**config.mk**
```make
export PLATFORM = sky130hd
export DESIGN_NAME = atm_multi_account
export DESIGN_NICKNAME = d
export VERILOG_FILES = /design/src/rtl/atm_multi_account.sv
export SDC_FILE = /design/constraint.sdc
export NUM_CORES = 1
export LEC_CHECK = 0
export ABC_CLOCK_PERIOD_IN_PS = 28400
export BUFFER_PORTS_ARGS = -buffer_cell sky130_fd_sc_hd__buf_2
export CORE_UTILIZATION = 55
export CTS_CLUSTER_DIAMETER = 50
export CTS_CLUSTER_SIZE = 30
export DETAILED_ROUTE_END_ITERATION = 10
export PLACE_DENSITY = 0.72
export SYNTH_ARGS = -nofsm -noshare
export SYNTH_HDL_FRONTEND = slang
export SYNTH_SLANG_ARGS = --single-unit
```
**constraint.sdc**
```tcl
create_clock -name clk -period 28.4 [get_ports clk]
set_clock_uncertainty 0.15 [all_clocks]
set_input_delay 5.68 -clock clk [delete_from_list [all_inputs] [get_ports clk]]
set_output_delay 5.68 -clock clk [all_outputs]
set_load 0.005 [all_outputs]
```
**src/rtl/atm_multi_account.sv**
```systemverilog
// ==========================================================================
// Module   : atm_multi_account
// Purpose  : Multi-account ATM transaction engine. Per-account balance, PIN,
//            fail counter and lock bit behind a start/done handshake.
// Revision : 1.0 - initial release
// ==========================================================================
`default_nettype none

module atm_multi_account #(
    parameter int NUM_ACC   = 10,
    parameter int ACC_W     = 4,
    parameter int PIN_W     = 14,
    parameter int BAL_W     = 32,
    parameter int AMT_W     = 16,
    parameter int MAX_TRIES = 3,
    parameter int INIT_BAL  = 5000,
    parameter int INIT_PIN  = 1000
) (
    input  logic               clk,
    input  logic               rst,
    input  logic               start,
    input  logic [2:0]         operation,
    input  logic [ACC_W-1:0]   acc_num,
    input  logic [PIN_W-1:0]   pin,
    input  logic [PIN_W-1:0]   new_pin,
    input  logic [AMT_W-1:0]   amount,
    output logic               busy,
    output logic               done,
    output logic               success,
    output logic [2:0]         err_code,
    output logic [BAL_W-1:0]   balance,
    output logic               locked,
    output logic [2:0]         state
);

    localparam int CNT_W = $clog2(MAX_TRIES + 1);

    localparam logic [2:0] E_OK       = 3'd0;
    localparam logic [2:0] E_BAD_ACC  = 3'd1;
    localparam logic [2:0] E_BAD_PIN  = 3'd2;
    localparam logic [2:0] E_LOCKED   = 3'd3;
    localparam logic [2:0] E_INSUFF   = 3'd4;
    localparam logic [2:0] E_SAME_PIN = 3'd5;
    localparam logic [2:0] E_BAD_OP   = 3'd6;
    localparam logic [2:0] E_OVERFLOW = 3'd7;

    typedef enum logic [2:0] {
        S_IDLE    = 3'd0,
        S_CHK_ACC = 3'd1,
        S_CHK_PIN = 3'd2,
        S_EXEC    = 3'd3,
        S_DONE    = 3'd4
    } state_e;

    state_e state_q, state_d;

    logic [2:0]       op_q;
    logic [ACC_W-1:0] acc_q;
    logic [PIN_W-1:0] pin_q, npin_q;
    logic [AMT_W-1:0] amt_q;
    logic [2:0]       err_q;
    logic             ver_q;

    logic [BAL_W-1:0] bal_mem  [0:NUM_ACC];
    logic [PIN_W-1:0] pin_mem  [0:NUM_ACC];
    logic [CNT_W-1:0] fail_mem [0:NUM_ACC];
    logic             lock_mem [0:NUM_ACC];

    logic             done_q, success_q, locked_q;
    logic [2:0]       err_code_q;
    logic [BAL_W-1:0] balance_q;

    // Out-of-range account numbers are redirected to the unused slot 0.
    logic             w_acc_ok;
    logic [ACC_W-1:0] w_idx;
    logic [BAL_W-1:0] w_bal_cur;
    logic [BAL_W-1:0] w_amt_ext;
    logic [BAL_W:0]   w_sum;
    logic [CNT_W-1:0] w_fail_inc;

    assign w_acc_ok   = (acc_q != '0) && (int'(acc_q) <= NUM_ACC);
    assign w_idx      = w_acc_ok ? acc_q : '0;
    assign w_bal_cur  = bal_mem[w_idx];
    assign w_amt_ext  = BAL_W'(amt_q);
    assign w_sum      = {1'b0, w_bal_cur} + {1'b0, w_amt_ext};
    assign w_fail_inc = fail_mem[w_idx] + CNT_W'(1);

    always_ff @(posedge clk or posedge rst) begin
        if (rst) state_q <= S_IDLE;
        else     state_q <= state_d;
    end

    always_comb begin
        state_d = S_IDLE;
        case (state_q)
            S_IDLE:    state_d = start ? S_CHK_ACC : S_IDLE;
            S_CHK_ACC: state_d = S_CHK_PIN;
            S_CHK_PIN: state_d = S_EXEC;
            S_EXEC:    state_d = S_DONE;
            default:   state_d = S_IDLE;
        endcase
    end

    // Every request walks all stages; a latched error turns the later stages
    // into pass-through cycles so latency never depends on the outcome.
    always_ff @(posedge clk or posedge rst) begin
        if (rst) begin
            op_q       <= '0;
            acc_q      <= '0;
            pin_q      <= '0;
            npin_q     <= '0;
            amt_q      <= '0;
            err_q      <= E_OK;
            ver_q      <= 1'b0;
            done_q     <= 1'b0;
            success_q  <= 1'b0;
            locked_q   <= 1'b0;
            err_code_q <= E_OK;
            balance_q  <= '0;
            for (int k = 0; k <= NUM_ACC; k++) begin
                bal_mem[k]  <= BAL_W'(INIT_BAL);
                pin_mem[k]  <= PIN_W'(INIT_PIN + k);
                fail_mem[k] <= '0;
                lock_mem[k] <= 1'b0;
            end
        end else begin
            done_q <= 1'b0;
            case (state_q)
                S_IDLE: begin
                    if (start) begin
                        op_q   <= operation;
                        acc_q  <= acc_num;
                        pin_q  <= pin;
                        npin_q <= new_pin;
                        amt_q  <= amount;
                        err_q  <= E_OK;
                        ver_q  <= 1'b0;
                    end
                end
                S_CHK_ACC: begin
                    if (!w_acc_ok) err_q <= E_BAD_ACC;
                end
                S_CHK_PIN: begin
                    if (err_q == E_OK) begin
                        if (lock_mem[w_idx]) begin
                            err_q <= E_LOCKED;
                        end else if (pin_q != pin_mem[w_idx]) begin
                            fail_mem[w_idx] <= w_fail_inc;
                            if (w_fail_inc == CNT_W'(MAX_TRIES)) lock_mem[w_idx] <= 1'b1;
                            err_q <= E_BAD_PIN;
                        end else begin
                            fail_mem[w_idx] <= '0;
                            ver_q           <= 1'b1;
                        end
                    end
                end
                S_EXEC: begin
                    if (err_q == E_OK) begin
                        case (op_q)
                            3'd3: ;
                            3'd4: begin
                                if (w_amt_ext > w_bal_cur) err_q <= E_INSUFF;
                                else bal_mem[w_idx] <= w_bal_cur - w_amt_ext;
                            end
                            3'd5: begin
                                if (w_sum[BAL_W]) err_q <= E_OVERFLOW;
                                else bal_mem[w_idx] <= w_sum[BAL_W-1:0];
                            end
                            3'd6: begin
                                if (npin_q == pin_mem[w_idx]) err_q <= E_SAME_PIN;
                                else pin_mem[w_idx] <= npin_q;
                            end
                            default: err_q <= E_BAD_OP;
                        endcase
                    end
                end
                S_DONE: begin
                    done_q     <= 1'b1;
                    success_q  <= (err_q == E_OK);
                    err_code_q <= err_q;
                    balance_q  <= ver_q ? w_bal_cur : '0;
                    locked_q   <= w_acc_ok && lock_mem[w_idx];
                end
                default: ;
            endcase
        end
    end

    assign busy     = (state_q != S_IDLE);
    assign done     = done_q;
    assign success  = success_q;
    assign err_code = err_code_q;
    assign balance  = balance_q;
    assign locked   = locked_q;
    assign state    = state_q;

endmodule

`default_nettype wire

```
==> run summary, run 1 <==
outcome - finished, final reports clean
Core ar. - 0.05650 mm^2
register area share after synthesis - 0.5105
Post-Synth Adder-Cell Area - 0.01440
# IOs - 96
fin crit period - 8.502 ns
r2r setup slk - 19.90 ns
worst flop-to-flop path startpoint - acc_q[0]$_DFFE_PP0P_
CP Launch Type - register
post-route ant nets - 0
Fin Hold WS - 0.3130 ns
power density over cell area - 128.3 mW/mm^2
Worst path slowest cell - dfrtp_4
Sw Pwr - 2.122 mW
Max VDD drop - 0.09968 mV
multiplexer area fraction after synthesis - 0.1773
final hold violation count - 0
clk sink count - 635
area grow syn2layout - 9.753%
total track usage - 0.3099
Post-Route Setup TNS - 0 ns
via count - 22400
Synth area leaders - dfrtp_1, dfstp_2, mux2_2
average vias per placed instance - 6.338
FFs w/ async S/R, synth - 1.000
die height - 241.1 um
die footprint - 0.05815 mm^2
final std cells w/o fill - 3534
Die X-Extent - 241.1 um
crit path launch - acc_q[0]$_DFFE_PP0P_
cts hold-fix bufs - 0
crit path kind - register to register
largest net degree at the start of global routing - 178
Internal - 2.306 mW
post-synthesis register bit count - 635
global placement routability congestion - 0.9267
CP peak stage delay - 0.96 ns
number of port buffers - 95
WL per Instance - 24.91 um
cts bufs inserted - 67
Crit. End Element - register
fin crit share - 0.2994
most frequent cells in the layout - dfrtp_1, nand2_1, mux2_2
Clk Tree Root Cell - clkbuf_16
FILL cells - 4459
largest fanout on the critical path - 58
placed wire-length estimate - 55.32 mm
worst rel slew slack - 0.07903
DR iter-0 viols - 2187
Sequential Area - 0.01607 mm^2
post-cts gate resize count - 0
clk buf depth - 3
Hold Crit Start - lock_mem[1]$_DFFE_PP0P_
total grt overflow - 0
syn_area_per_cell - 11.53 um^2
Main synth FF type - dfrtp_1
Compound-Gate Fraction of Synth Area - 0.1374
CTS HTree Levels - 3
Finish-stage setup viols - 0
Synth Area in Simple Gates - 0.09761
Syn Nets - 2816
DRT Pass-1 Iters - 5
Tot Pwr - 4.429 mW
Worst-path clk slew - 0.07 ns
fraction of layout cells with a size suffix above 1 - 0.2919
routed wire length - 88.03 mm
Leakage - 16.12 nW
Yosys warning count - 0
Final nets - 2809
first-pass GRT wire length - 136.1 mm
Post-Syn Area - 0.03146 mm^2
Post-synth EDFFs - 0
crit path DAT - 8.81 ns
Multi-input gate area - 0.01397 mm^2
drt drc - 0
Required @ worst endpoint - 28.71 ns
Combinational Power Share - 0.499
RSZ-0062 raised after global routing - no
sequential share of power - 0.283
insertion delay to the later sink of the worst-skew pair - 0.64 ns
vias in the first global route - 22710
Slew Viols, Final - 0
Max Cap Violations - 0
unique cell type count in the Yosys netlist - 92
switch share - 0.4792
Min-Delay Path Class - register to register
Synth Area in XOR/XNOR - 0.01643
Synth area leader - dfrtp_1
Worst Hold Depth - 1
Worst-Margin Slew - 1.369 ns
row count - 87
placed cells - 3407
Worst Setup EP - bal_mem[313]$_DFFE_PP0P_
Starting Density - 0.5568
worst-case reg-to-reg path depth - 17
commonest non-fill, non-tap cell in the layout - dfrtp_1
part of the power in the clock network - 0.218
Post CTS Setup Buffer Count - 0
worst path cell trace - buf_4 -> nand2b_1 -> nor2_2 -> buf_4 -> a221oi_1 -> a22o_1 -> a21oi_1 -> ha_1 -> or3_1 -> or3_1 -> nor3_1 -> o21ai_0 -> a211oi_1 -> nand2b_1 -> o22ai_1 -> xor2_1 -> o21ai_0
Synth top area share - 0.3978
Max Fclk - 117.6 MHz
Post-Synthesis Cells - 2727
capturing point of the worst reg2reg path - bal_mem[313]$_DFFE_PP0P_
initial antenna violation count - 2
CTS tree - yes
largest family of logic cells by synthesized area - multiplexers
flip-flops by register name, indices dropped and copies added (netlist names):
register,cells
lock_mem,11
npin_q,14
acc_q,4
locked,1
fail_mem,22
ver_q,1
pin_mem,154
err_code,3
success,1
state,3
amt_q,16
pin_q,14
err_q,3
done,1
bal_mem,352
balance,32
op_q,3
logic make-up after synthesis:
group                      Yosys count
AOI/OAI and AO/OA                  635
DFF                                635
and+or+nand+nor                    610
muxes                              474
buffers and inverters              279
xor gates and xnor gates            59
adders and majority gates           35
Yosys cell counts, types with 9 or more instances:
master,instances
or3_1,15
o22a_1,27
a22o_1,46
ha_1,33
a211oi_1,19
a221oi_1,24
xor2_1,26
o221ai_1,43
nand2_1,336
a31oi_1,12
nor3_1,26
nor2b_1,23
buf_2,49
inv_1,58
nor3b_1,12
a21oi_1,86
mux2_4,68
a22oi_1,16
nand3_1,12
mux2_1,80
dfstp_2,135
buf_4,17
o21ai_0,212
nand4_1,13
nand2b_1,14
nand2_4,10
xnor2_1,33
nor2_1,82
mux2i_1,58
a21o_1,18
o22ai_1,21
clkbuf_1,109
buf_6,38
dfrtp_1,500
nand4_4,9
a222oi_1,11
mux2_2,263
metal layers:
metal / global-route usage / part of all wire / vias up
met5: 0 / 0 / -
met4: 0.1415 / 0.042 / 0
met3: 0.06108 / 0.074 / 213
met2: 0.4875 / 0.47 / 879
met1: 0.4151 / 0.42 / 11500
li1: - / - / 9804
final cells by class:
| class | instances | area share |
|---|---|---|
| flip-flops and latches | 635 | 0.4655 |
| multi-input cells | 1813 | 0.4045 |
| clock buffers | 74 | 0.05201 |
| well taps | 756 | 0.02740 |
| repair buffers | 145 | 0.02501 |
| clock inverters | 50 | 0.01885 |
| inverters | 58 | 0.006524 |
| diodes | 3 | 0.0002175 |
worst max-delay path, delay by kind of cell (launching register included):
kind | cells | cell delay (ns)
AOI/OAI and AO/OA | 7 | 2.27
xor gates and xnor gates | 1 | 0.66
DFF | 1 | 0.96
buffers and inverters | 2 | 1.19
and+or+nand+nor | 6 | 2.66
adders and majority gates | 1 | 0.42
stage by stage:
| step | setup slack, ns | area, um^2 | util |
|---|---|---|---|
| 6_report | 19.90 | 34520 | 0.6111 |
| 5_1_grt | 19.50 | 34520 | 0.6110 |
| 4_1_cts | 20.02 | 34520 | 0.6109 |
| 3_5_place_dp | 19.65 | 32070 | 0.5676 |
| 3_3_place_gp | 19.74 | 32070 | 0.5676 |
| 2_1_floorplan | 5.006 | 31460 | - |
power groups by stage:
stage / Clock, mW / Sequential, mW / Combinational, mW
after floorplan: 0 / 1.17 / 1.58
after global placement: 0 / 1.25 / 2.11
after detailed placement: 0 / 1.26 / 2.16
after CTS: 0.972 / 1.25 / 2.17
after global routing: 1.01 / 1.28 / 2.38
final: 0.964 / 1.25 / 2.21
how the worst min path moves through the flow:
stage	slack, ns	end
after floorplan	0.28	lock_mem[10]$_DFFE_PP0P_
after detailed placement	0.30	lock_mem[1]$_DFFE_PP0P_
after global routing	0.32	lock_mem[10]$_DFFE_PP0P_
after CTS	0.31	lock_mem[1]$_DFFE_PP0P_
after global placement	0.29	lock_mem[1]$_DFFE_PP0P_
final	0.31	lock_mem[1]$_DFFE_PP0P_
Power figures use the tool's default switching activity.
==> run 2: changes to the inputs <==
--- a/config.mk
+++ b/config.mk
@@ -5,7 +5,7 @@
 export SDC_FILE = /design/constraint.sdc
 export NUM_CORES = 1
 export LEC_CHECK = 0
-export ABC_CLOCK_PERIOD_IN_PS = 28400
+export ABC_CLOCK_PERIOD_IN_PS = 8700
 export BUFFER_PORTS_ARGS = -buffer_cell sky130_fd_sc_hd__buf_2
 export CORE_UTILIZATION = 55
 export CTS_CLUSTER_DIAMETER = 50
==> constraint.sdc (replaced) <==
create_clock -name clk -period 8.7 [get_ports clk]
set_clock_uncertainty 0.15 [all_clocks]
set_input_delay 1.74 -clock clk [delete_from_list [all_inputs] [get_ports clk]]
set_output_delay 1.74 -clock clk [all_outputs]
set_load 0.005 [all_outputs]
==> run 2 against run 1 <==
  * First-iteration DRC count up 6.2%
  * Clock power rose to 3.2 times the previous value
  * Largest power group unchanged
  * Sequential power rose to 3.3 times the previous value
  * Cell area up 0.43%
  * Fmax up 16%
  * Non-clock buffer count up 23
  * Global-route usage up 0.60 points
  * Combinational power rose to 3.4 times the previous value
  * Die area unchanged
  * The flow now finishes with violations (max-capacitance violations, max-slew violations)
  * Core utilization up 0.26 points
==> run summary, run 2 (same netlist as run 1, synthesis figures left out) <==
post-route ant nets - 0 (unchanged)
# IOs - 96 (unchanged)
Clk Tree Root Cell - clkbuf_16
final std cells w/o fill - 3553 (+0.54%)
power density over cell area - 425.2 mW/mm^2 (+230%)
failing checks - max-capacitance violations, max-slew violations
Required @ worst endpoint - 9.00 ns (-19.71 ns)
crit path kind - register to register
area grow syn2layout - 10.23%
Fin Hold WS - 0.3148 ns (+0.001736 ns)
placed cells - 3430 (+0.68%)
post-cts gate resize count - 0 (unchanged)
CTS HTree Levels - 3 (unchanged)
row count - 87 (unchanged)
Multi-input gate area - 0.01397 mm^2 (unchanged)
worst rel slew slack - -0.002920 (-0.08195)
Final Cell Area - 0.03467 mm^2 (+0.43%)
largest net degree at the start of global routing - 194 (+9.0%)
average vias per placed instance - 6.320 (-0.28%)
global placement routability congestion - 0.8959 (-3.3%)
Max Cap Violations - 1 (+1)
DRT Pass-1 Iters - 6 (+1)
placed wire-length estimate - 60.00 mm (+8.5%)
Final nets - 2831 (+0.78%)
number of port buffers - 95 (unchanged)
Max VDD drop - 0.3669 mV (+270%)
FILL cells - 4350 (-2.4%)
largest fanout on the critical path - 46 (-21%)
cts hold-fix bufs - 0 (unchanged)
Die X-Extent - 241.1 um (unchanged)
fin crit share - 0.8450 (+0.5456)
clk buf depth - 3 (unchanged)
Largest Register - bal_mem
Starting Density - 0.5568 (unchanged)
fraction of layout cells with a size suffix above 1 - 0.2952 (+0.003278)
Final WS setup - 1.348 ns (-18.55 ns)
Min-Delay Path Class - register to register
final hold violation count - 0 (unchanged)
pre-CTS setup slack - 1.509 ns (-18.14 ns)
WL per Instance - 25.32 um (+1.6%)
drt drc - 0 (unchanged)
insertion delay to the later sink of the worst-skew pair - 0.64 ns (about the same)
vias in the first global route - 22760 (+0.24%)
CTS tree - yes
Leakage - 16.20 nW (+0.50%)
RSZ-0062 raised after global routing - no
Crit. End Element - register
max FFs per register - 352 (unchanged)
commonest non-fill, non-tap cell in the layout - dfrtp_1
Post CTS Setup Buffer Count - 0 (unchanged)
Worst-Margin Slew - 1.491 ns (+0.1218 ns)
Core ar. - 0.05650 mm^2 (unchanged)
clk sink count - 635 (unchanged)
die footprint - 0.05815 mm^2 (unchanged)
first-pass GRT wire length - 138.1 mm (+1.5%)
outcome - complete, but fails checks
Sequential Area - 0.01607 mm^2 (unchanged)
initial antenna violation count - 2 (unchanged)
fin crit period - 7.352 ns (-1.151 ns)
total grt overflow - 0 (unchanged)
routed wire length - 89.95 mm (+2.2%)
Post-Route Setup TNS - 0 ns (unchanged)
Max Fclk - 136.0 MHz (+16%)
crit path DAT - 7.65 ns (-1.16 ns)
total track usage - 0.3159 (+0.005988)
CP Launch Type - register
Placement Cell Area - 0.03226 mm^2 (+0.60%)
cts bufs inserted - 66 (-1.5%)
DR iter-0 viols - 2322 (+6.2%)
Slew Viols, Final - 1 (+1)
Worst-path clk slew - 0.07 ns (about the same)
most frequent cells in the layout - dfrtp_1, nand2_1, mux2_2
Finish-stage setup viols - 0 (unchanged)
die height - 241.1 um (unchanged)
via count - 22460 (+0.25%)
## run 2: changes by cell type in the layout (fill, tap and decap cells not counted), sizes merged
cell,before,now
buf,145,168
clkbuf,74,75
clkinv,18,16
clkinvlp,6,8
bufinv,7,9
diode,3,2
inv,77,71
## run 2: metal layers
layer / GRT usage / part of all wire / vias to the layer above
met5: 0 / 0 / -
met4: 0.1258 / 0.040 / 0
met3: 0.07343 / 0.085 / 209
met2: 0.5056 / 0.47 / 978
met1: 0.4155 / 0.41 / 11410
li1: - / - / 9856
## run 2: final timing paths
check	from	to	slack, ns	cells after the start
worst max-delay path	acc_q[0]$_DFFE_PP0P_	bal_mem[347]$_DFFE_PP0P_	1.35	17
worst min-delay path	lock_mem[0]$_DFFE_PP0P_	lock_mem[0]$_DFFE_PP0P_	0.31	1
worst max register to register	acc_q[0]$_DFFE_PP0P_	bal_mem[347]$_DFFE_PP0P_	1.35	17
worst min register to register	lock_mem[0]$_DFFE_PP0P_	lock_mem[0]$_DFFE_PP0P_	0.31	1
max in group asynchronous	rst	bal_mem[310]$_DFFE_PP0P_	5.16	4
min in group asynchronous	rst	bal_mem[337]$_DFFE_PP0P_	1.16	2
## run 2: area by class of cell
type / instances / share of cell area
diodes: 2 / 0.0001443
clock buffers: 75 / 0.04976
clock inverters: 46 / 0.01956
inverters: 58 / 0.006387
multi-input cells: 1813 / 0.4028
flip-flops and latches: 635 / 0.4635
well taps: 756 / 0.02728
repair buffers: 168 / 0.03060
## run 2: critical path: stages, from the launching register on
cell and delay [ns]:
dfrtp_4 0.70, nand2b_1 0.53, nor2_2 0.74, buf_4 0.31, a221oi_1 0.11, a22o_1 0.26
a21oi_1 0.44, ha_1 0.41, o21a_1 0.21, o31a_1 0.10, o21ai_0 0.35, a21oi_1 0.17
o21ai_0 0.48, o21ai_0 0.29, or2_2 0.36, o32a_1 0.34, xnor2_1 0.93, o21ai_0 0.26
## run 2: report_power, final
part / internal (mW) / switching (mW) / total, mW
combinational: 2.29 / 5.25 / 7.54
sequential: 3.55 / 0.551 / 4.10
clock: 1.76 / 1.34 / 3.11
total: 7.60 / 7.14 / 14.7
## run 2: stage by stage
step	utilization	total power [mW]
6_report	0.6137	14.74
2_1_floorplan	-	8.987
3_3_place_gp	0.5711	11.38
4_1_cts	0.6136	14.64
3_5_place_dp	0.5711	11.49
5_1_grt	0.6137	15.50
==> run 3: changes to the inputs <==
--- a/config.mk
+++ b/config.mk
@@ -5,7 +5,7 @@
 export SDC_FILE = /design/constraint.sdc
 export NUM_CORES = 1
 export LEC_CHECK = 0
-export ABC_CLOCK_PERIOD_IN_PS = 8700
+export ABC_CLOCK_PERIOD_IN_PS = 7500
 export BUFFER_PORTS_ARGS = -buffer_cell sky130_fd_sc_hd__buf_2
 export CORE_UTILIZATION = 55
 export CTS_CLUSTER_DIAMETER = 50
==> constraint.sdc (replaced) <==
create_clock -name clk -period 7.5 [get_ports clk]
set_clock_uncertainty 0.15 [all_clocks]
set_input_delay 1.5 -clock clk [delete_from_list [all_inputs] [get_ports clk]]
set_output_delay 1.5 -clock clk [all_outputs]
set_load 0.005 [all_outputs]
==> run 3 against run 2 <==
  * The run now ends clean
  * Fmax up 6.7%
  * Sequential power up 16%
  * Die area unchanged
  * Critical path type unchanged
  * Wire length up 1.6%
  * Count of clock-buffer cells in the layout up 8
  * Power up 17%
  * Critical endpoint is now bal_mem[250]$_DFFE_PP0P_
==> run summary, run 3 (same netlist as run 1, synthesis figures left out) <==
vias in the first global route - 22590 (-0.77%)
most frequent cells in the layout - dfrtp_1, nand2_1, mux2_2
insertion delay to the later sink of the worst-skew pair - 0.63 ns (about the same)
largest fanout on the critical path - 24 (-48%)
clk sink count - 635 (unchanged)
Hold Crit Start - lock_mem[9]$_DFFE_PP0P_
grt met2 use - 0.5010 (-0.004615)
fraction of layout cells with a size suffix above 1 - 0.2982 (+0.003051)
Min-Delay Path Class - register to register
largest net degree at the start of global routing - 187 (-3.6%)
number of port buffers - 95 (unchanged)
Post-Route Setup TNS - 0 ns (unchanged)
# diodes - 0 (-2)
via count - 22660 (+0.89%)
power density over cell area - 497.7 mW/mm^2 (+17%)
initial antenna violation count - 1 (-1)
crit path DAT - 7.27 ns (-0.38 ns)
Final nets - 2847 (+0.57%)
Core ar. - 0.05650 mm^2 (unchanged)
worst path cell trace - nand2_1 -> nand2_1 -> buf_4 -> o22a_1 -> o221ai_1 -> a22o_1 -> a21oi_1 -> ha_1 -> nor4_1 -> nand2_1 -> o21ai_0 -> o31ai_1 -> nor3_1 -> nor2b_1 -> nand2_1 -> a21boi_0 -> xnor2_1 -> mux2_2
row count - 87 (unchanged)
DRT Pass-1 Iters - 8 (+2)
Leakage - 16.28 nW (+0.51%)
FILL cells - 4418 (+1.6%)
Clk Tree Root Cell - clkbuf_16
WL per Instance - 25.64 um (+1.3%)
fin crit share - 0.9187 (+0.07368)
# IOs - 96 (unchanged)
CTS HTree Levels - 3 (unchanged)
die footprint - 0.05815 mm^2 (unchanged)
routed wire length - 91.43 mm (+1.6%)
Largest Register - bal_mem
Multi-input gate area - 0.01396 mm^2 (about the same)
worst rel slew slack - 0.1098 (+0.1127)
Starting Density - 0.5568 (unchanged)
RSZ-0062 raised after global routing - no
Finish-stage setup viols - 0 (unchanged)
worst-case reg-to-reg path depth - 18 (+1)
Worst-Margin Slew - 1.326 ns (-0.1648 ns)
cts bufs inserted - 67 (+1.5%)
area grow syn2layout - 10.62%
Post CTS Setup Buffer Count - 0 (unchanged)
clk buf depth - 3 (unchanged)
total track usage - 0.3186 (+0.002700)
Sequential Area - 0.01607 mm^2 (unchanged)
r2r setup slk - 0.61 ns (-0.74 ns)
outcome - finished, final reports clean
Slew Viols, Final - 0 (-1)
die height - 241.1 um (unchanged)
Crit. End Element - register
drt drc - 0 (unchanged)
worst flop-to-flop path startpoint - acc_q[2]$_DFFE_PP0P_
hold endpoint - lock_mem[9]$_DFFE_PP0P_
fin crit period - 6.890 ns (-0.4614 ns)
final hold violation count - 0 (unchanged)
Final Cell Area - 0.03480 mm^2 (+0.36%)
final std cells w/o fill - 3566 (+0.37%)
Die X-Extent - 241.1 um (unchanged)
crit path kind - register to register
Worst path slowest cell - dfrtp_2
Worst Hold Depth - 1 (unchanged)
met3 Usage GRT - 0.08224 (+0.008807)
DR iter-0 viols - 2188 (-5.8%)
Fin Hold WS - 0.3135 ns (-0.001283 ns)
average vias per placed instance - 6.353 (+0.52%)
CTS tree - yes
Max Cap Violations - 0 (-1)
global placement routability congestion - 0.9217 (+2.9%)
total grt overflow - 0 (unchanged)
Most Crowded Layer GR - met2
commonest non-fill, non-tap cell in the layout - dfrtp_1
placed cells - 3445 (+0.44%)
Max VDD drop - 0.3512 mV (-4.3%)
CP Launch Type - register
first-pass GRT wire length - 138.3 mm (+0.12%)
Crit path top cell by count - nand2_1
Tot Pwr - 17.32 mW (+17%)
post-cts gate resize count - 0 (unchanged)
Max Fclk - 145.1 MHz (+6.7%)
capturing point of the worst reg2reg path - bal_mem[250]$_DFFE_PP0P_
Required @ worst endpoint - 7.88 ns (-1.12 ns)
Placement Cell Area - 0.03245 mm^2 (+0.57%)
post-route ant nets - 0 (unchanged)
GRT met1 Usage - 0.4249 (+0.009403)
CP peak stage delay - 0.78 ns (-0.15 ns)
max FFs per register - 352 (unchanged)
cts hold-fix bufs - 0 (unchanged)
placed wire-length estimate - 60.11 mm (+0.18%)
Worst-path clk slew - 0.07 ns (about the same)
run 3: power breakdown:
group,internal (mW),switching [mW]
Combinational,2.83,6.17
Clock,2.03,1.52
Sequential,4.11,0.652
Total,8.97,8.35
run 3: critical path: cells and delay by family (launching register included):
kind,cells,cell delay (ns)
multiplexers,1,0.30
XOR/XNOR,1,0.76
buffers and inverters,1,0.34
AND/OR/NAND/NOR,7,1.85
flip-flops,1,0.78
AO/OA/AOI/OAI,7,2.14
adder cells (fa/ha/maj),1,0.45
run 3: how the worst max path moves through the flow:
| stage | end | startpoint | slack, ns |
|---|---|---|---|
| 3_3_place_gp | bal_mem[119]$_DFFE_PP0P_ | acc_q[3]$_DFFE_PP0P_ | 0.85 |
| 2_1_floorplan | acc_q[0]$_DFFE_PP0P_ | rst | -2.71 |
| 6_report | bal_mem[250]$_DFFE_PP0P_ | acc_q[2]$_DFFE_PP0P_ | 0.61 |
| 5_1_grt | bal_mem[215]$_DFFE_PP0P_ | acc_q[3]$_DFFE_PP0P_ | 0.30 |
| 3_5_place_dp | bal_mem[343]$_DFFE_PP0P_ | acc_q[3]$_DFFE_PP0P_ | 0.77 |
| 4_1_cts | bal_mem[343]$_DFFE_PP0P_ | acc_q[3]$_DFFE_PP0P_ | 0.73 |
run 3: area by class of cell:
type / count / area share
repair buffers: 183 / 0.03589
flip-flops and latches: 635 / 0.4618
clock inverters: 38 / 0.01406
clock buffers: 83 / 0.05343
inverters: 58 / 0.006364
well taps: 756 / 0.02718
multi-input cells: 1813 / 0.4013
run 3: through the flow:
step                      worst slack, ns  utilization
after floorplan                    -2.713            -
after global placement             0.8477       0.5744
after detailed placement           0.7737       0.5744
after CTS                          0.7347       0.6159
after global routing               0.2954       0.6159
final                              0.6097       0.6159
run 3: metal layers:
metal  routed length (um)  vias up
li1                     -     9876
met1                37630    11570
met2                42570      987
met3                 7870      226
met4                 3362        0
met5                    0        -
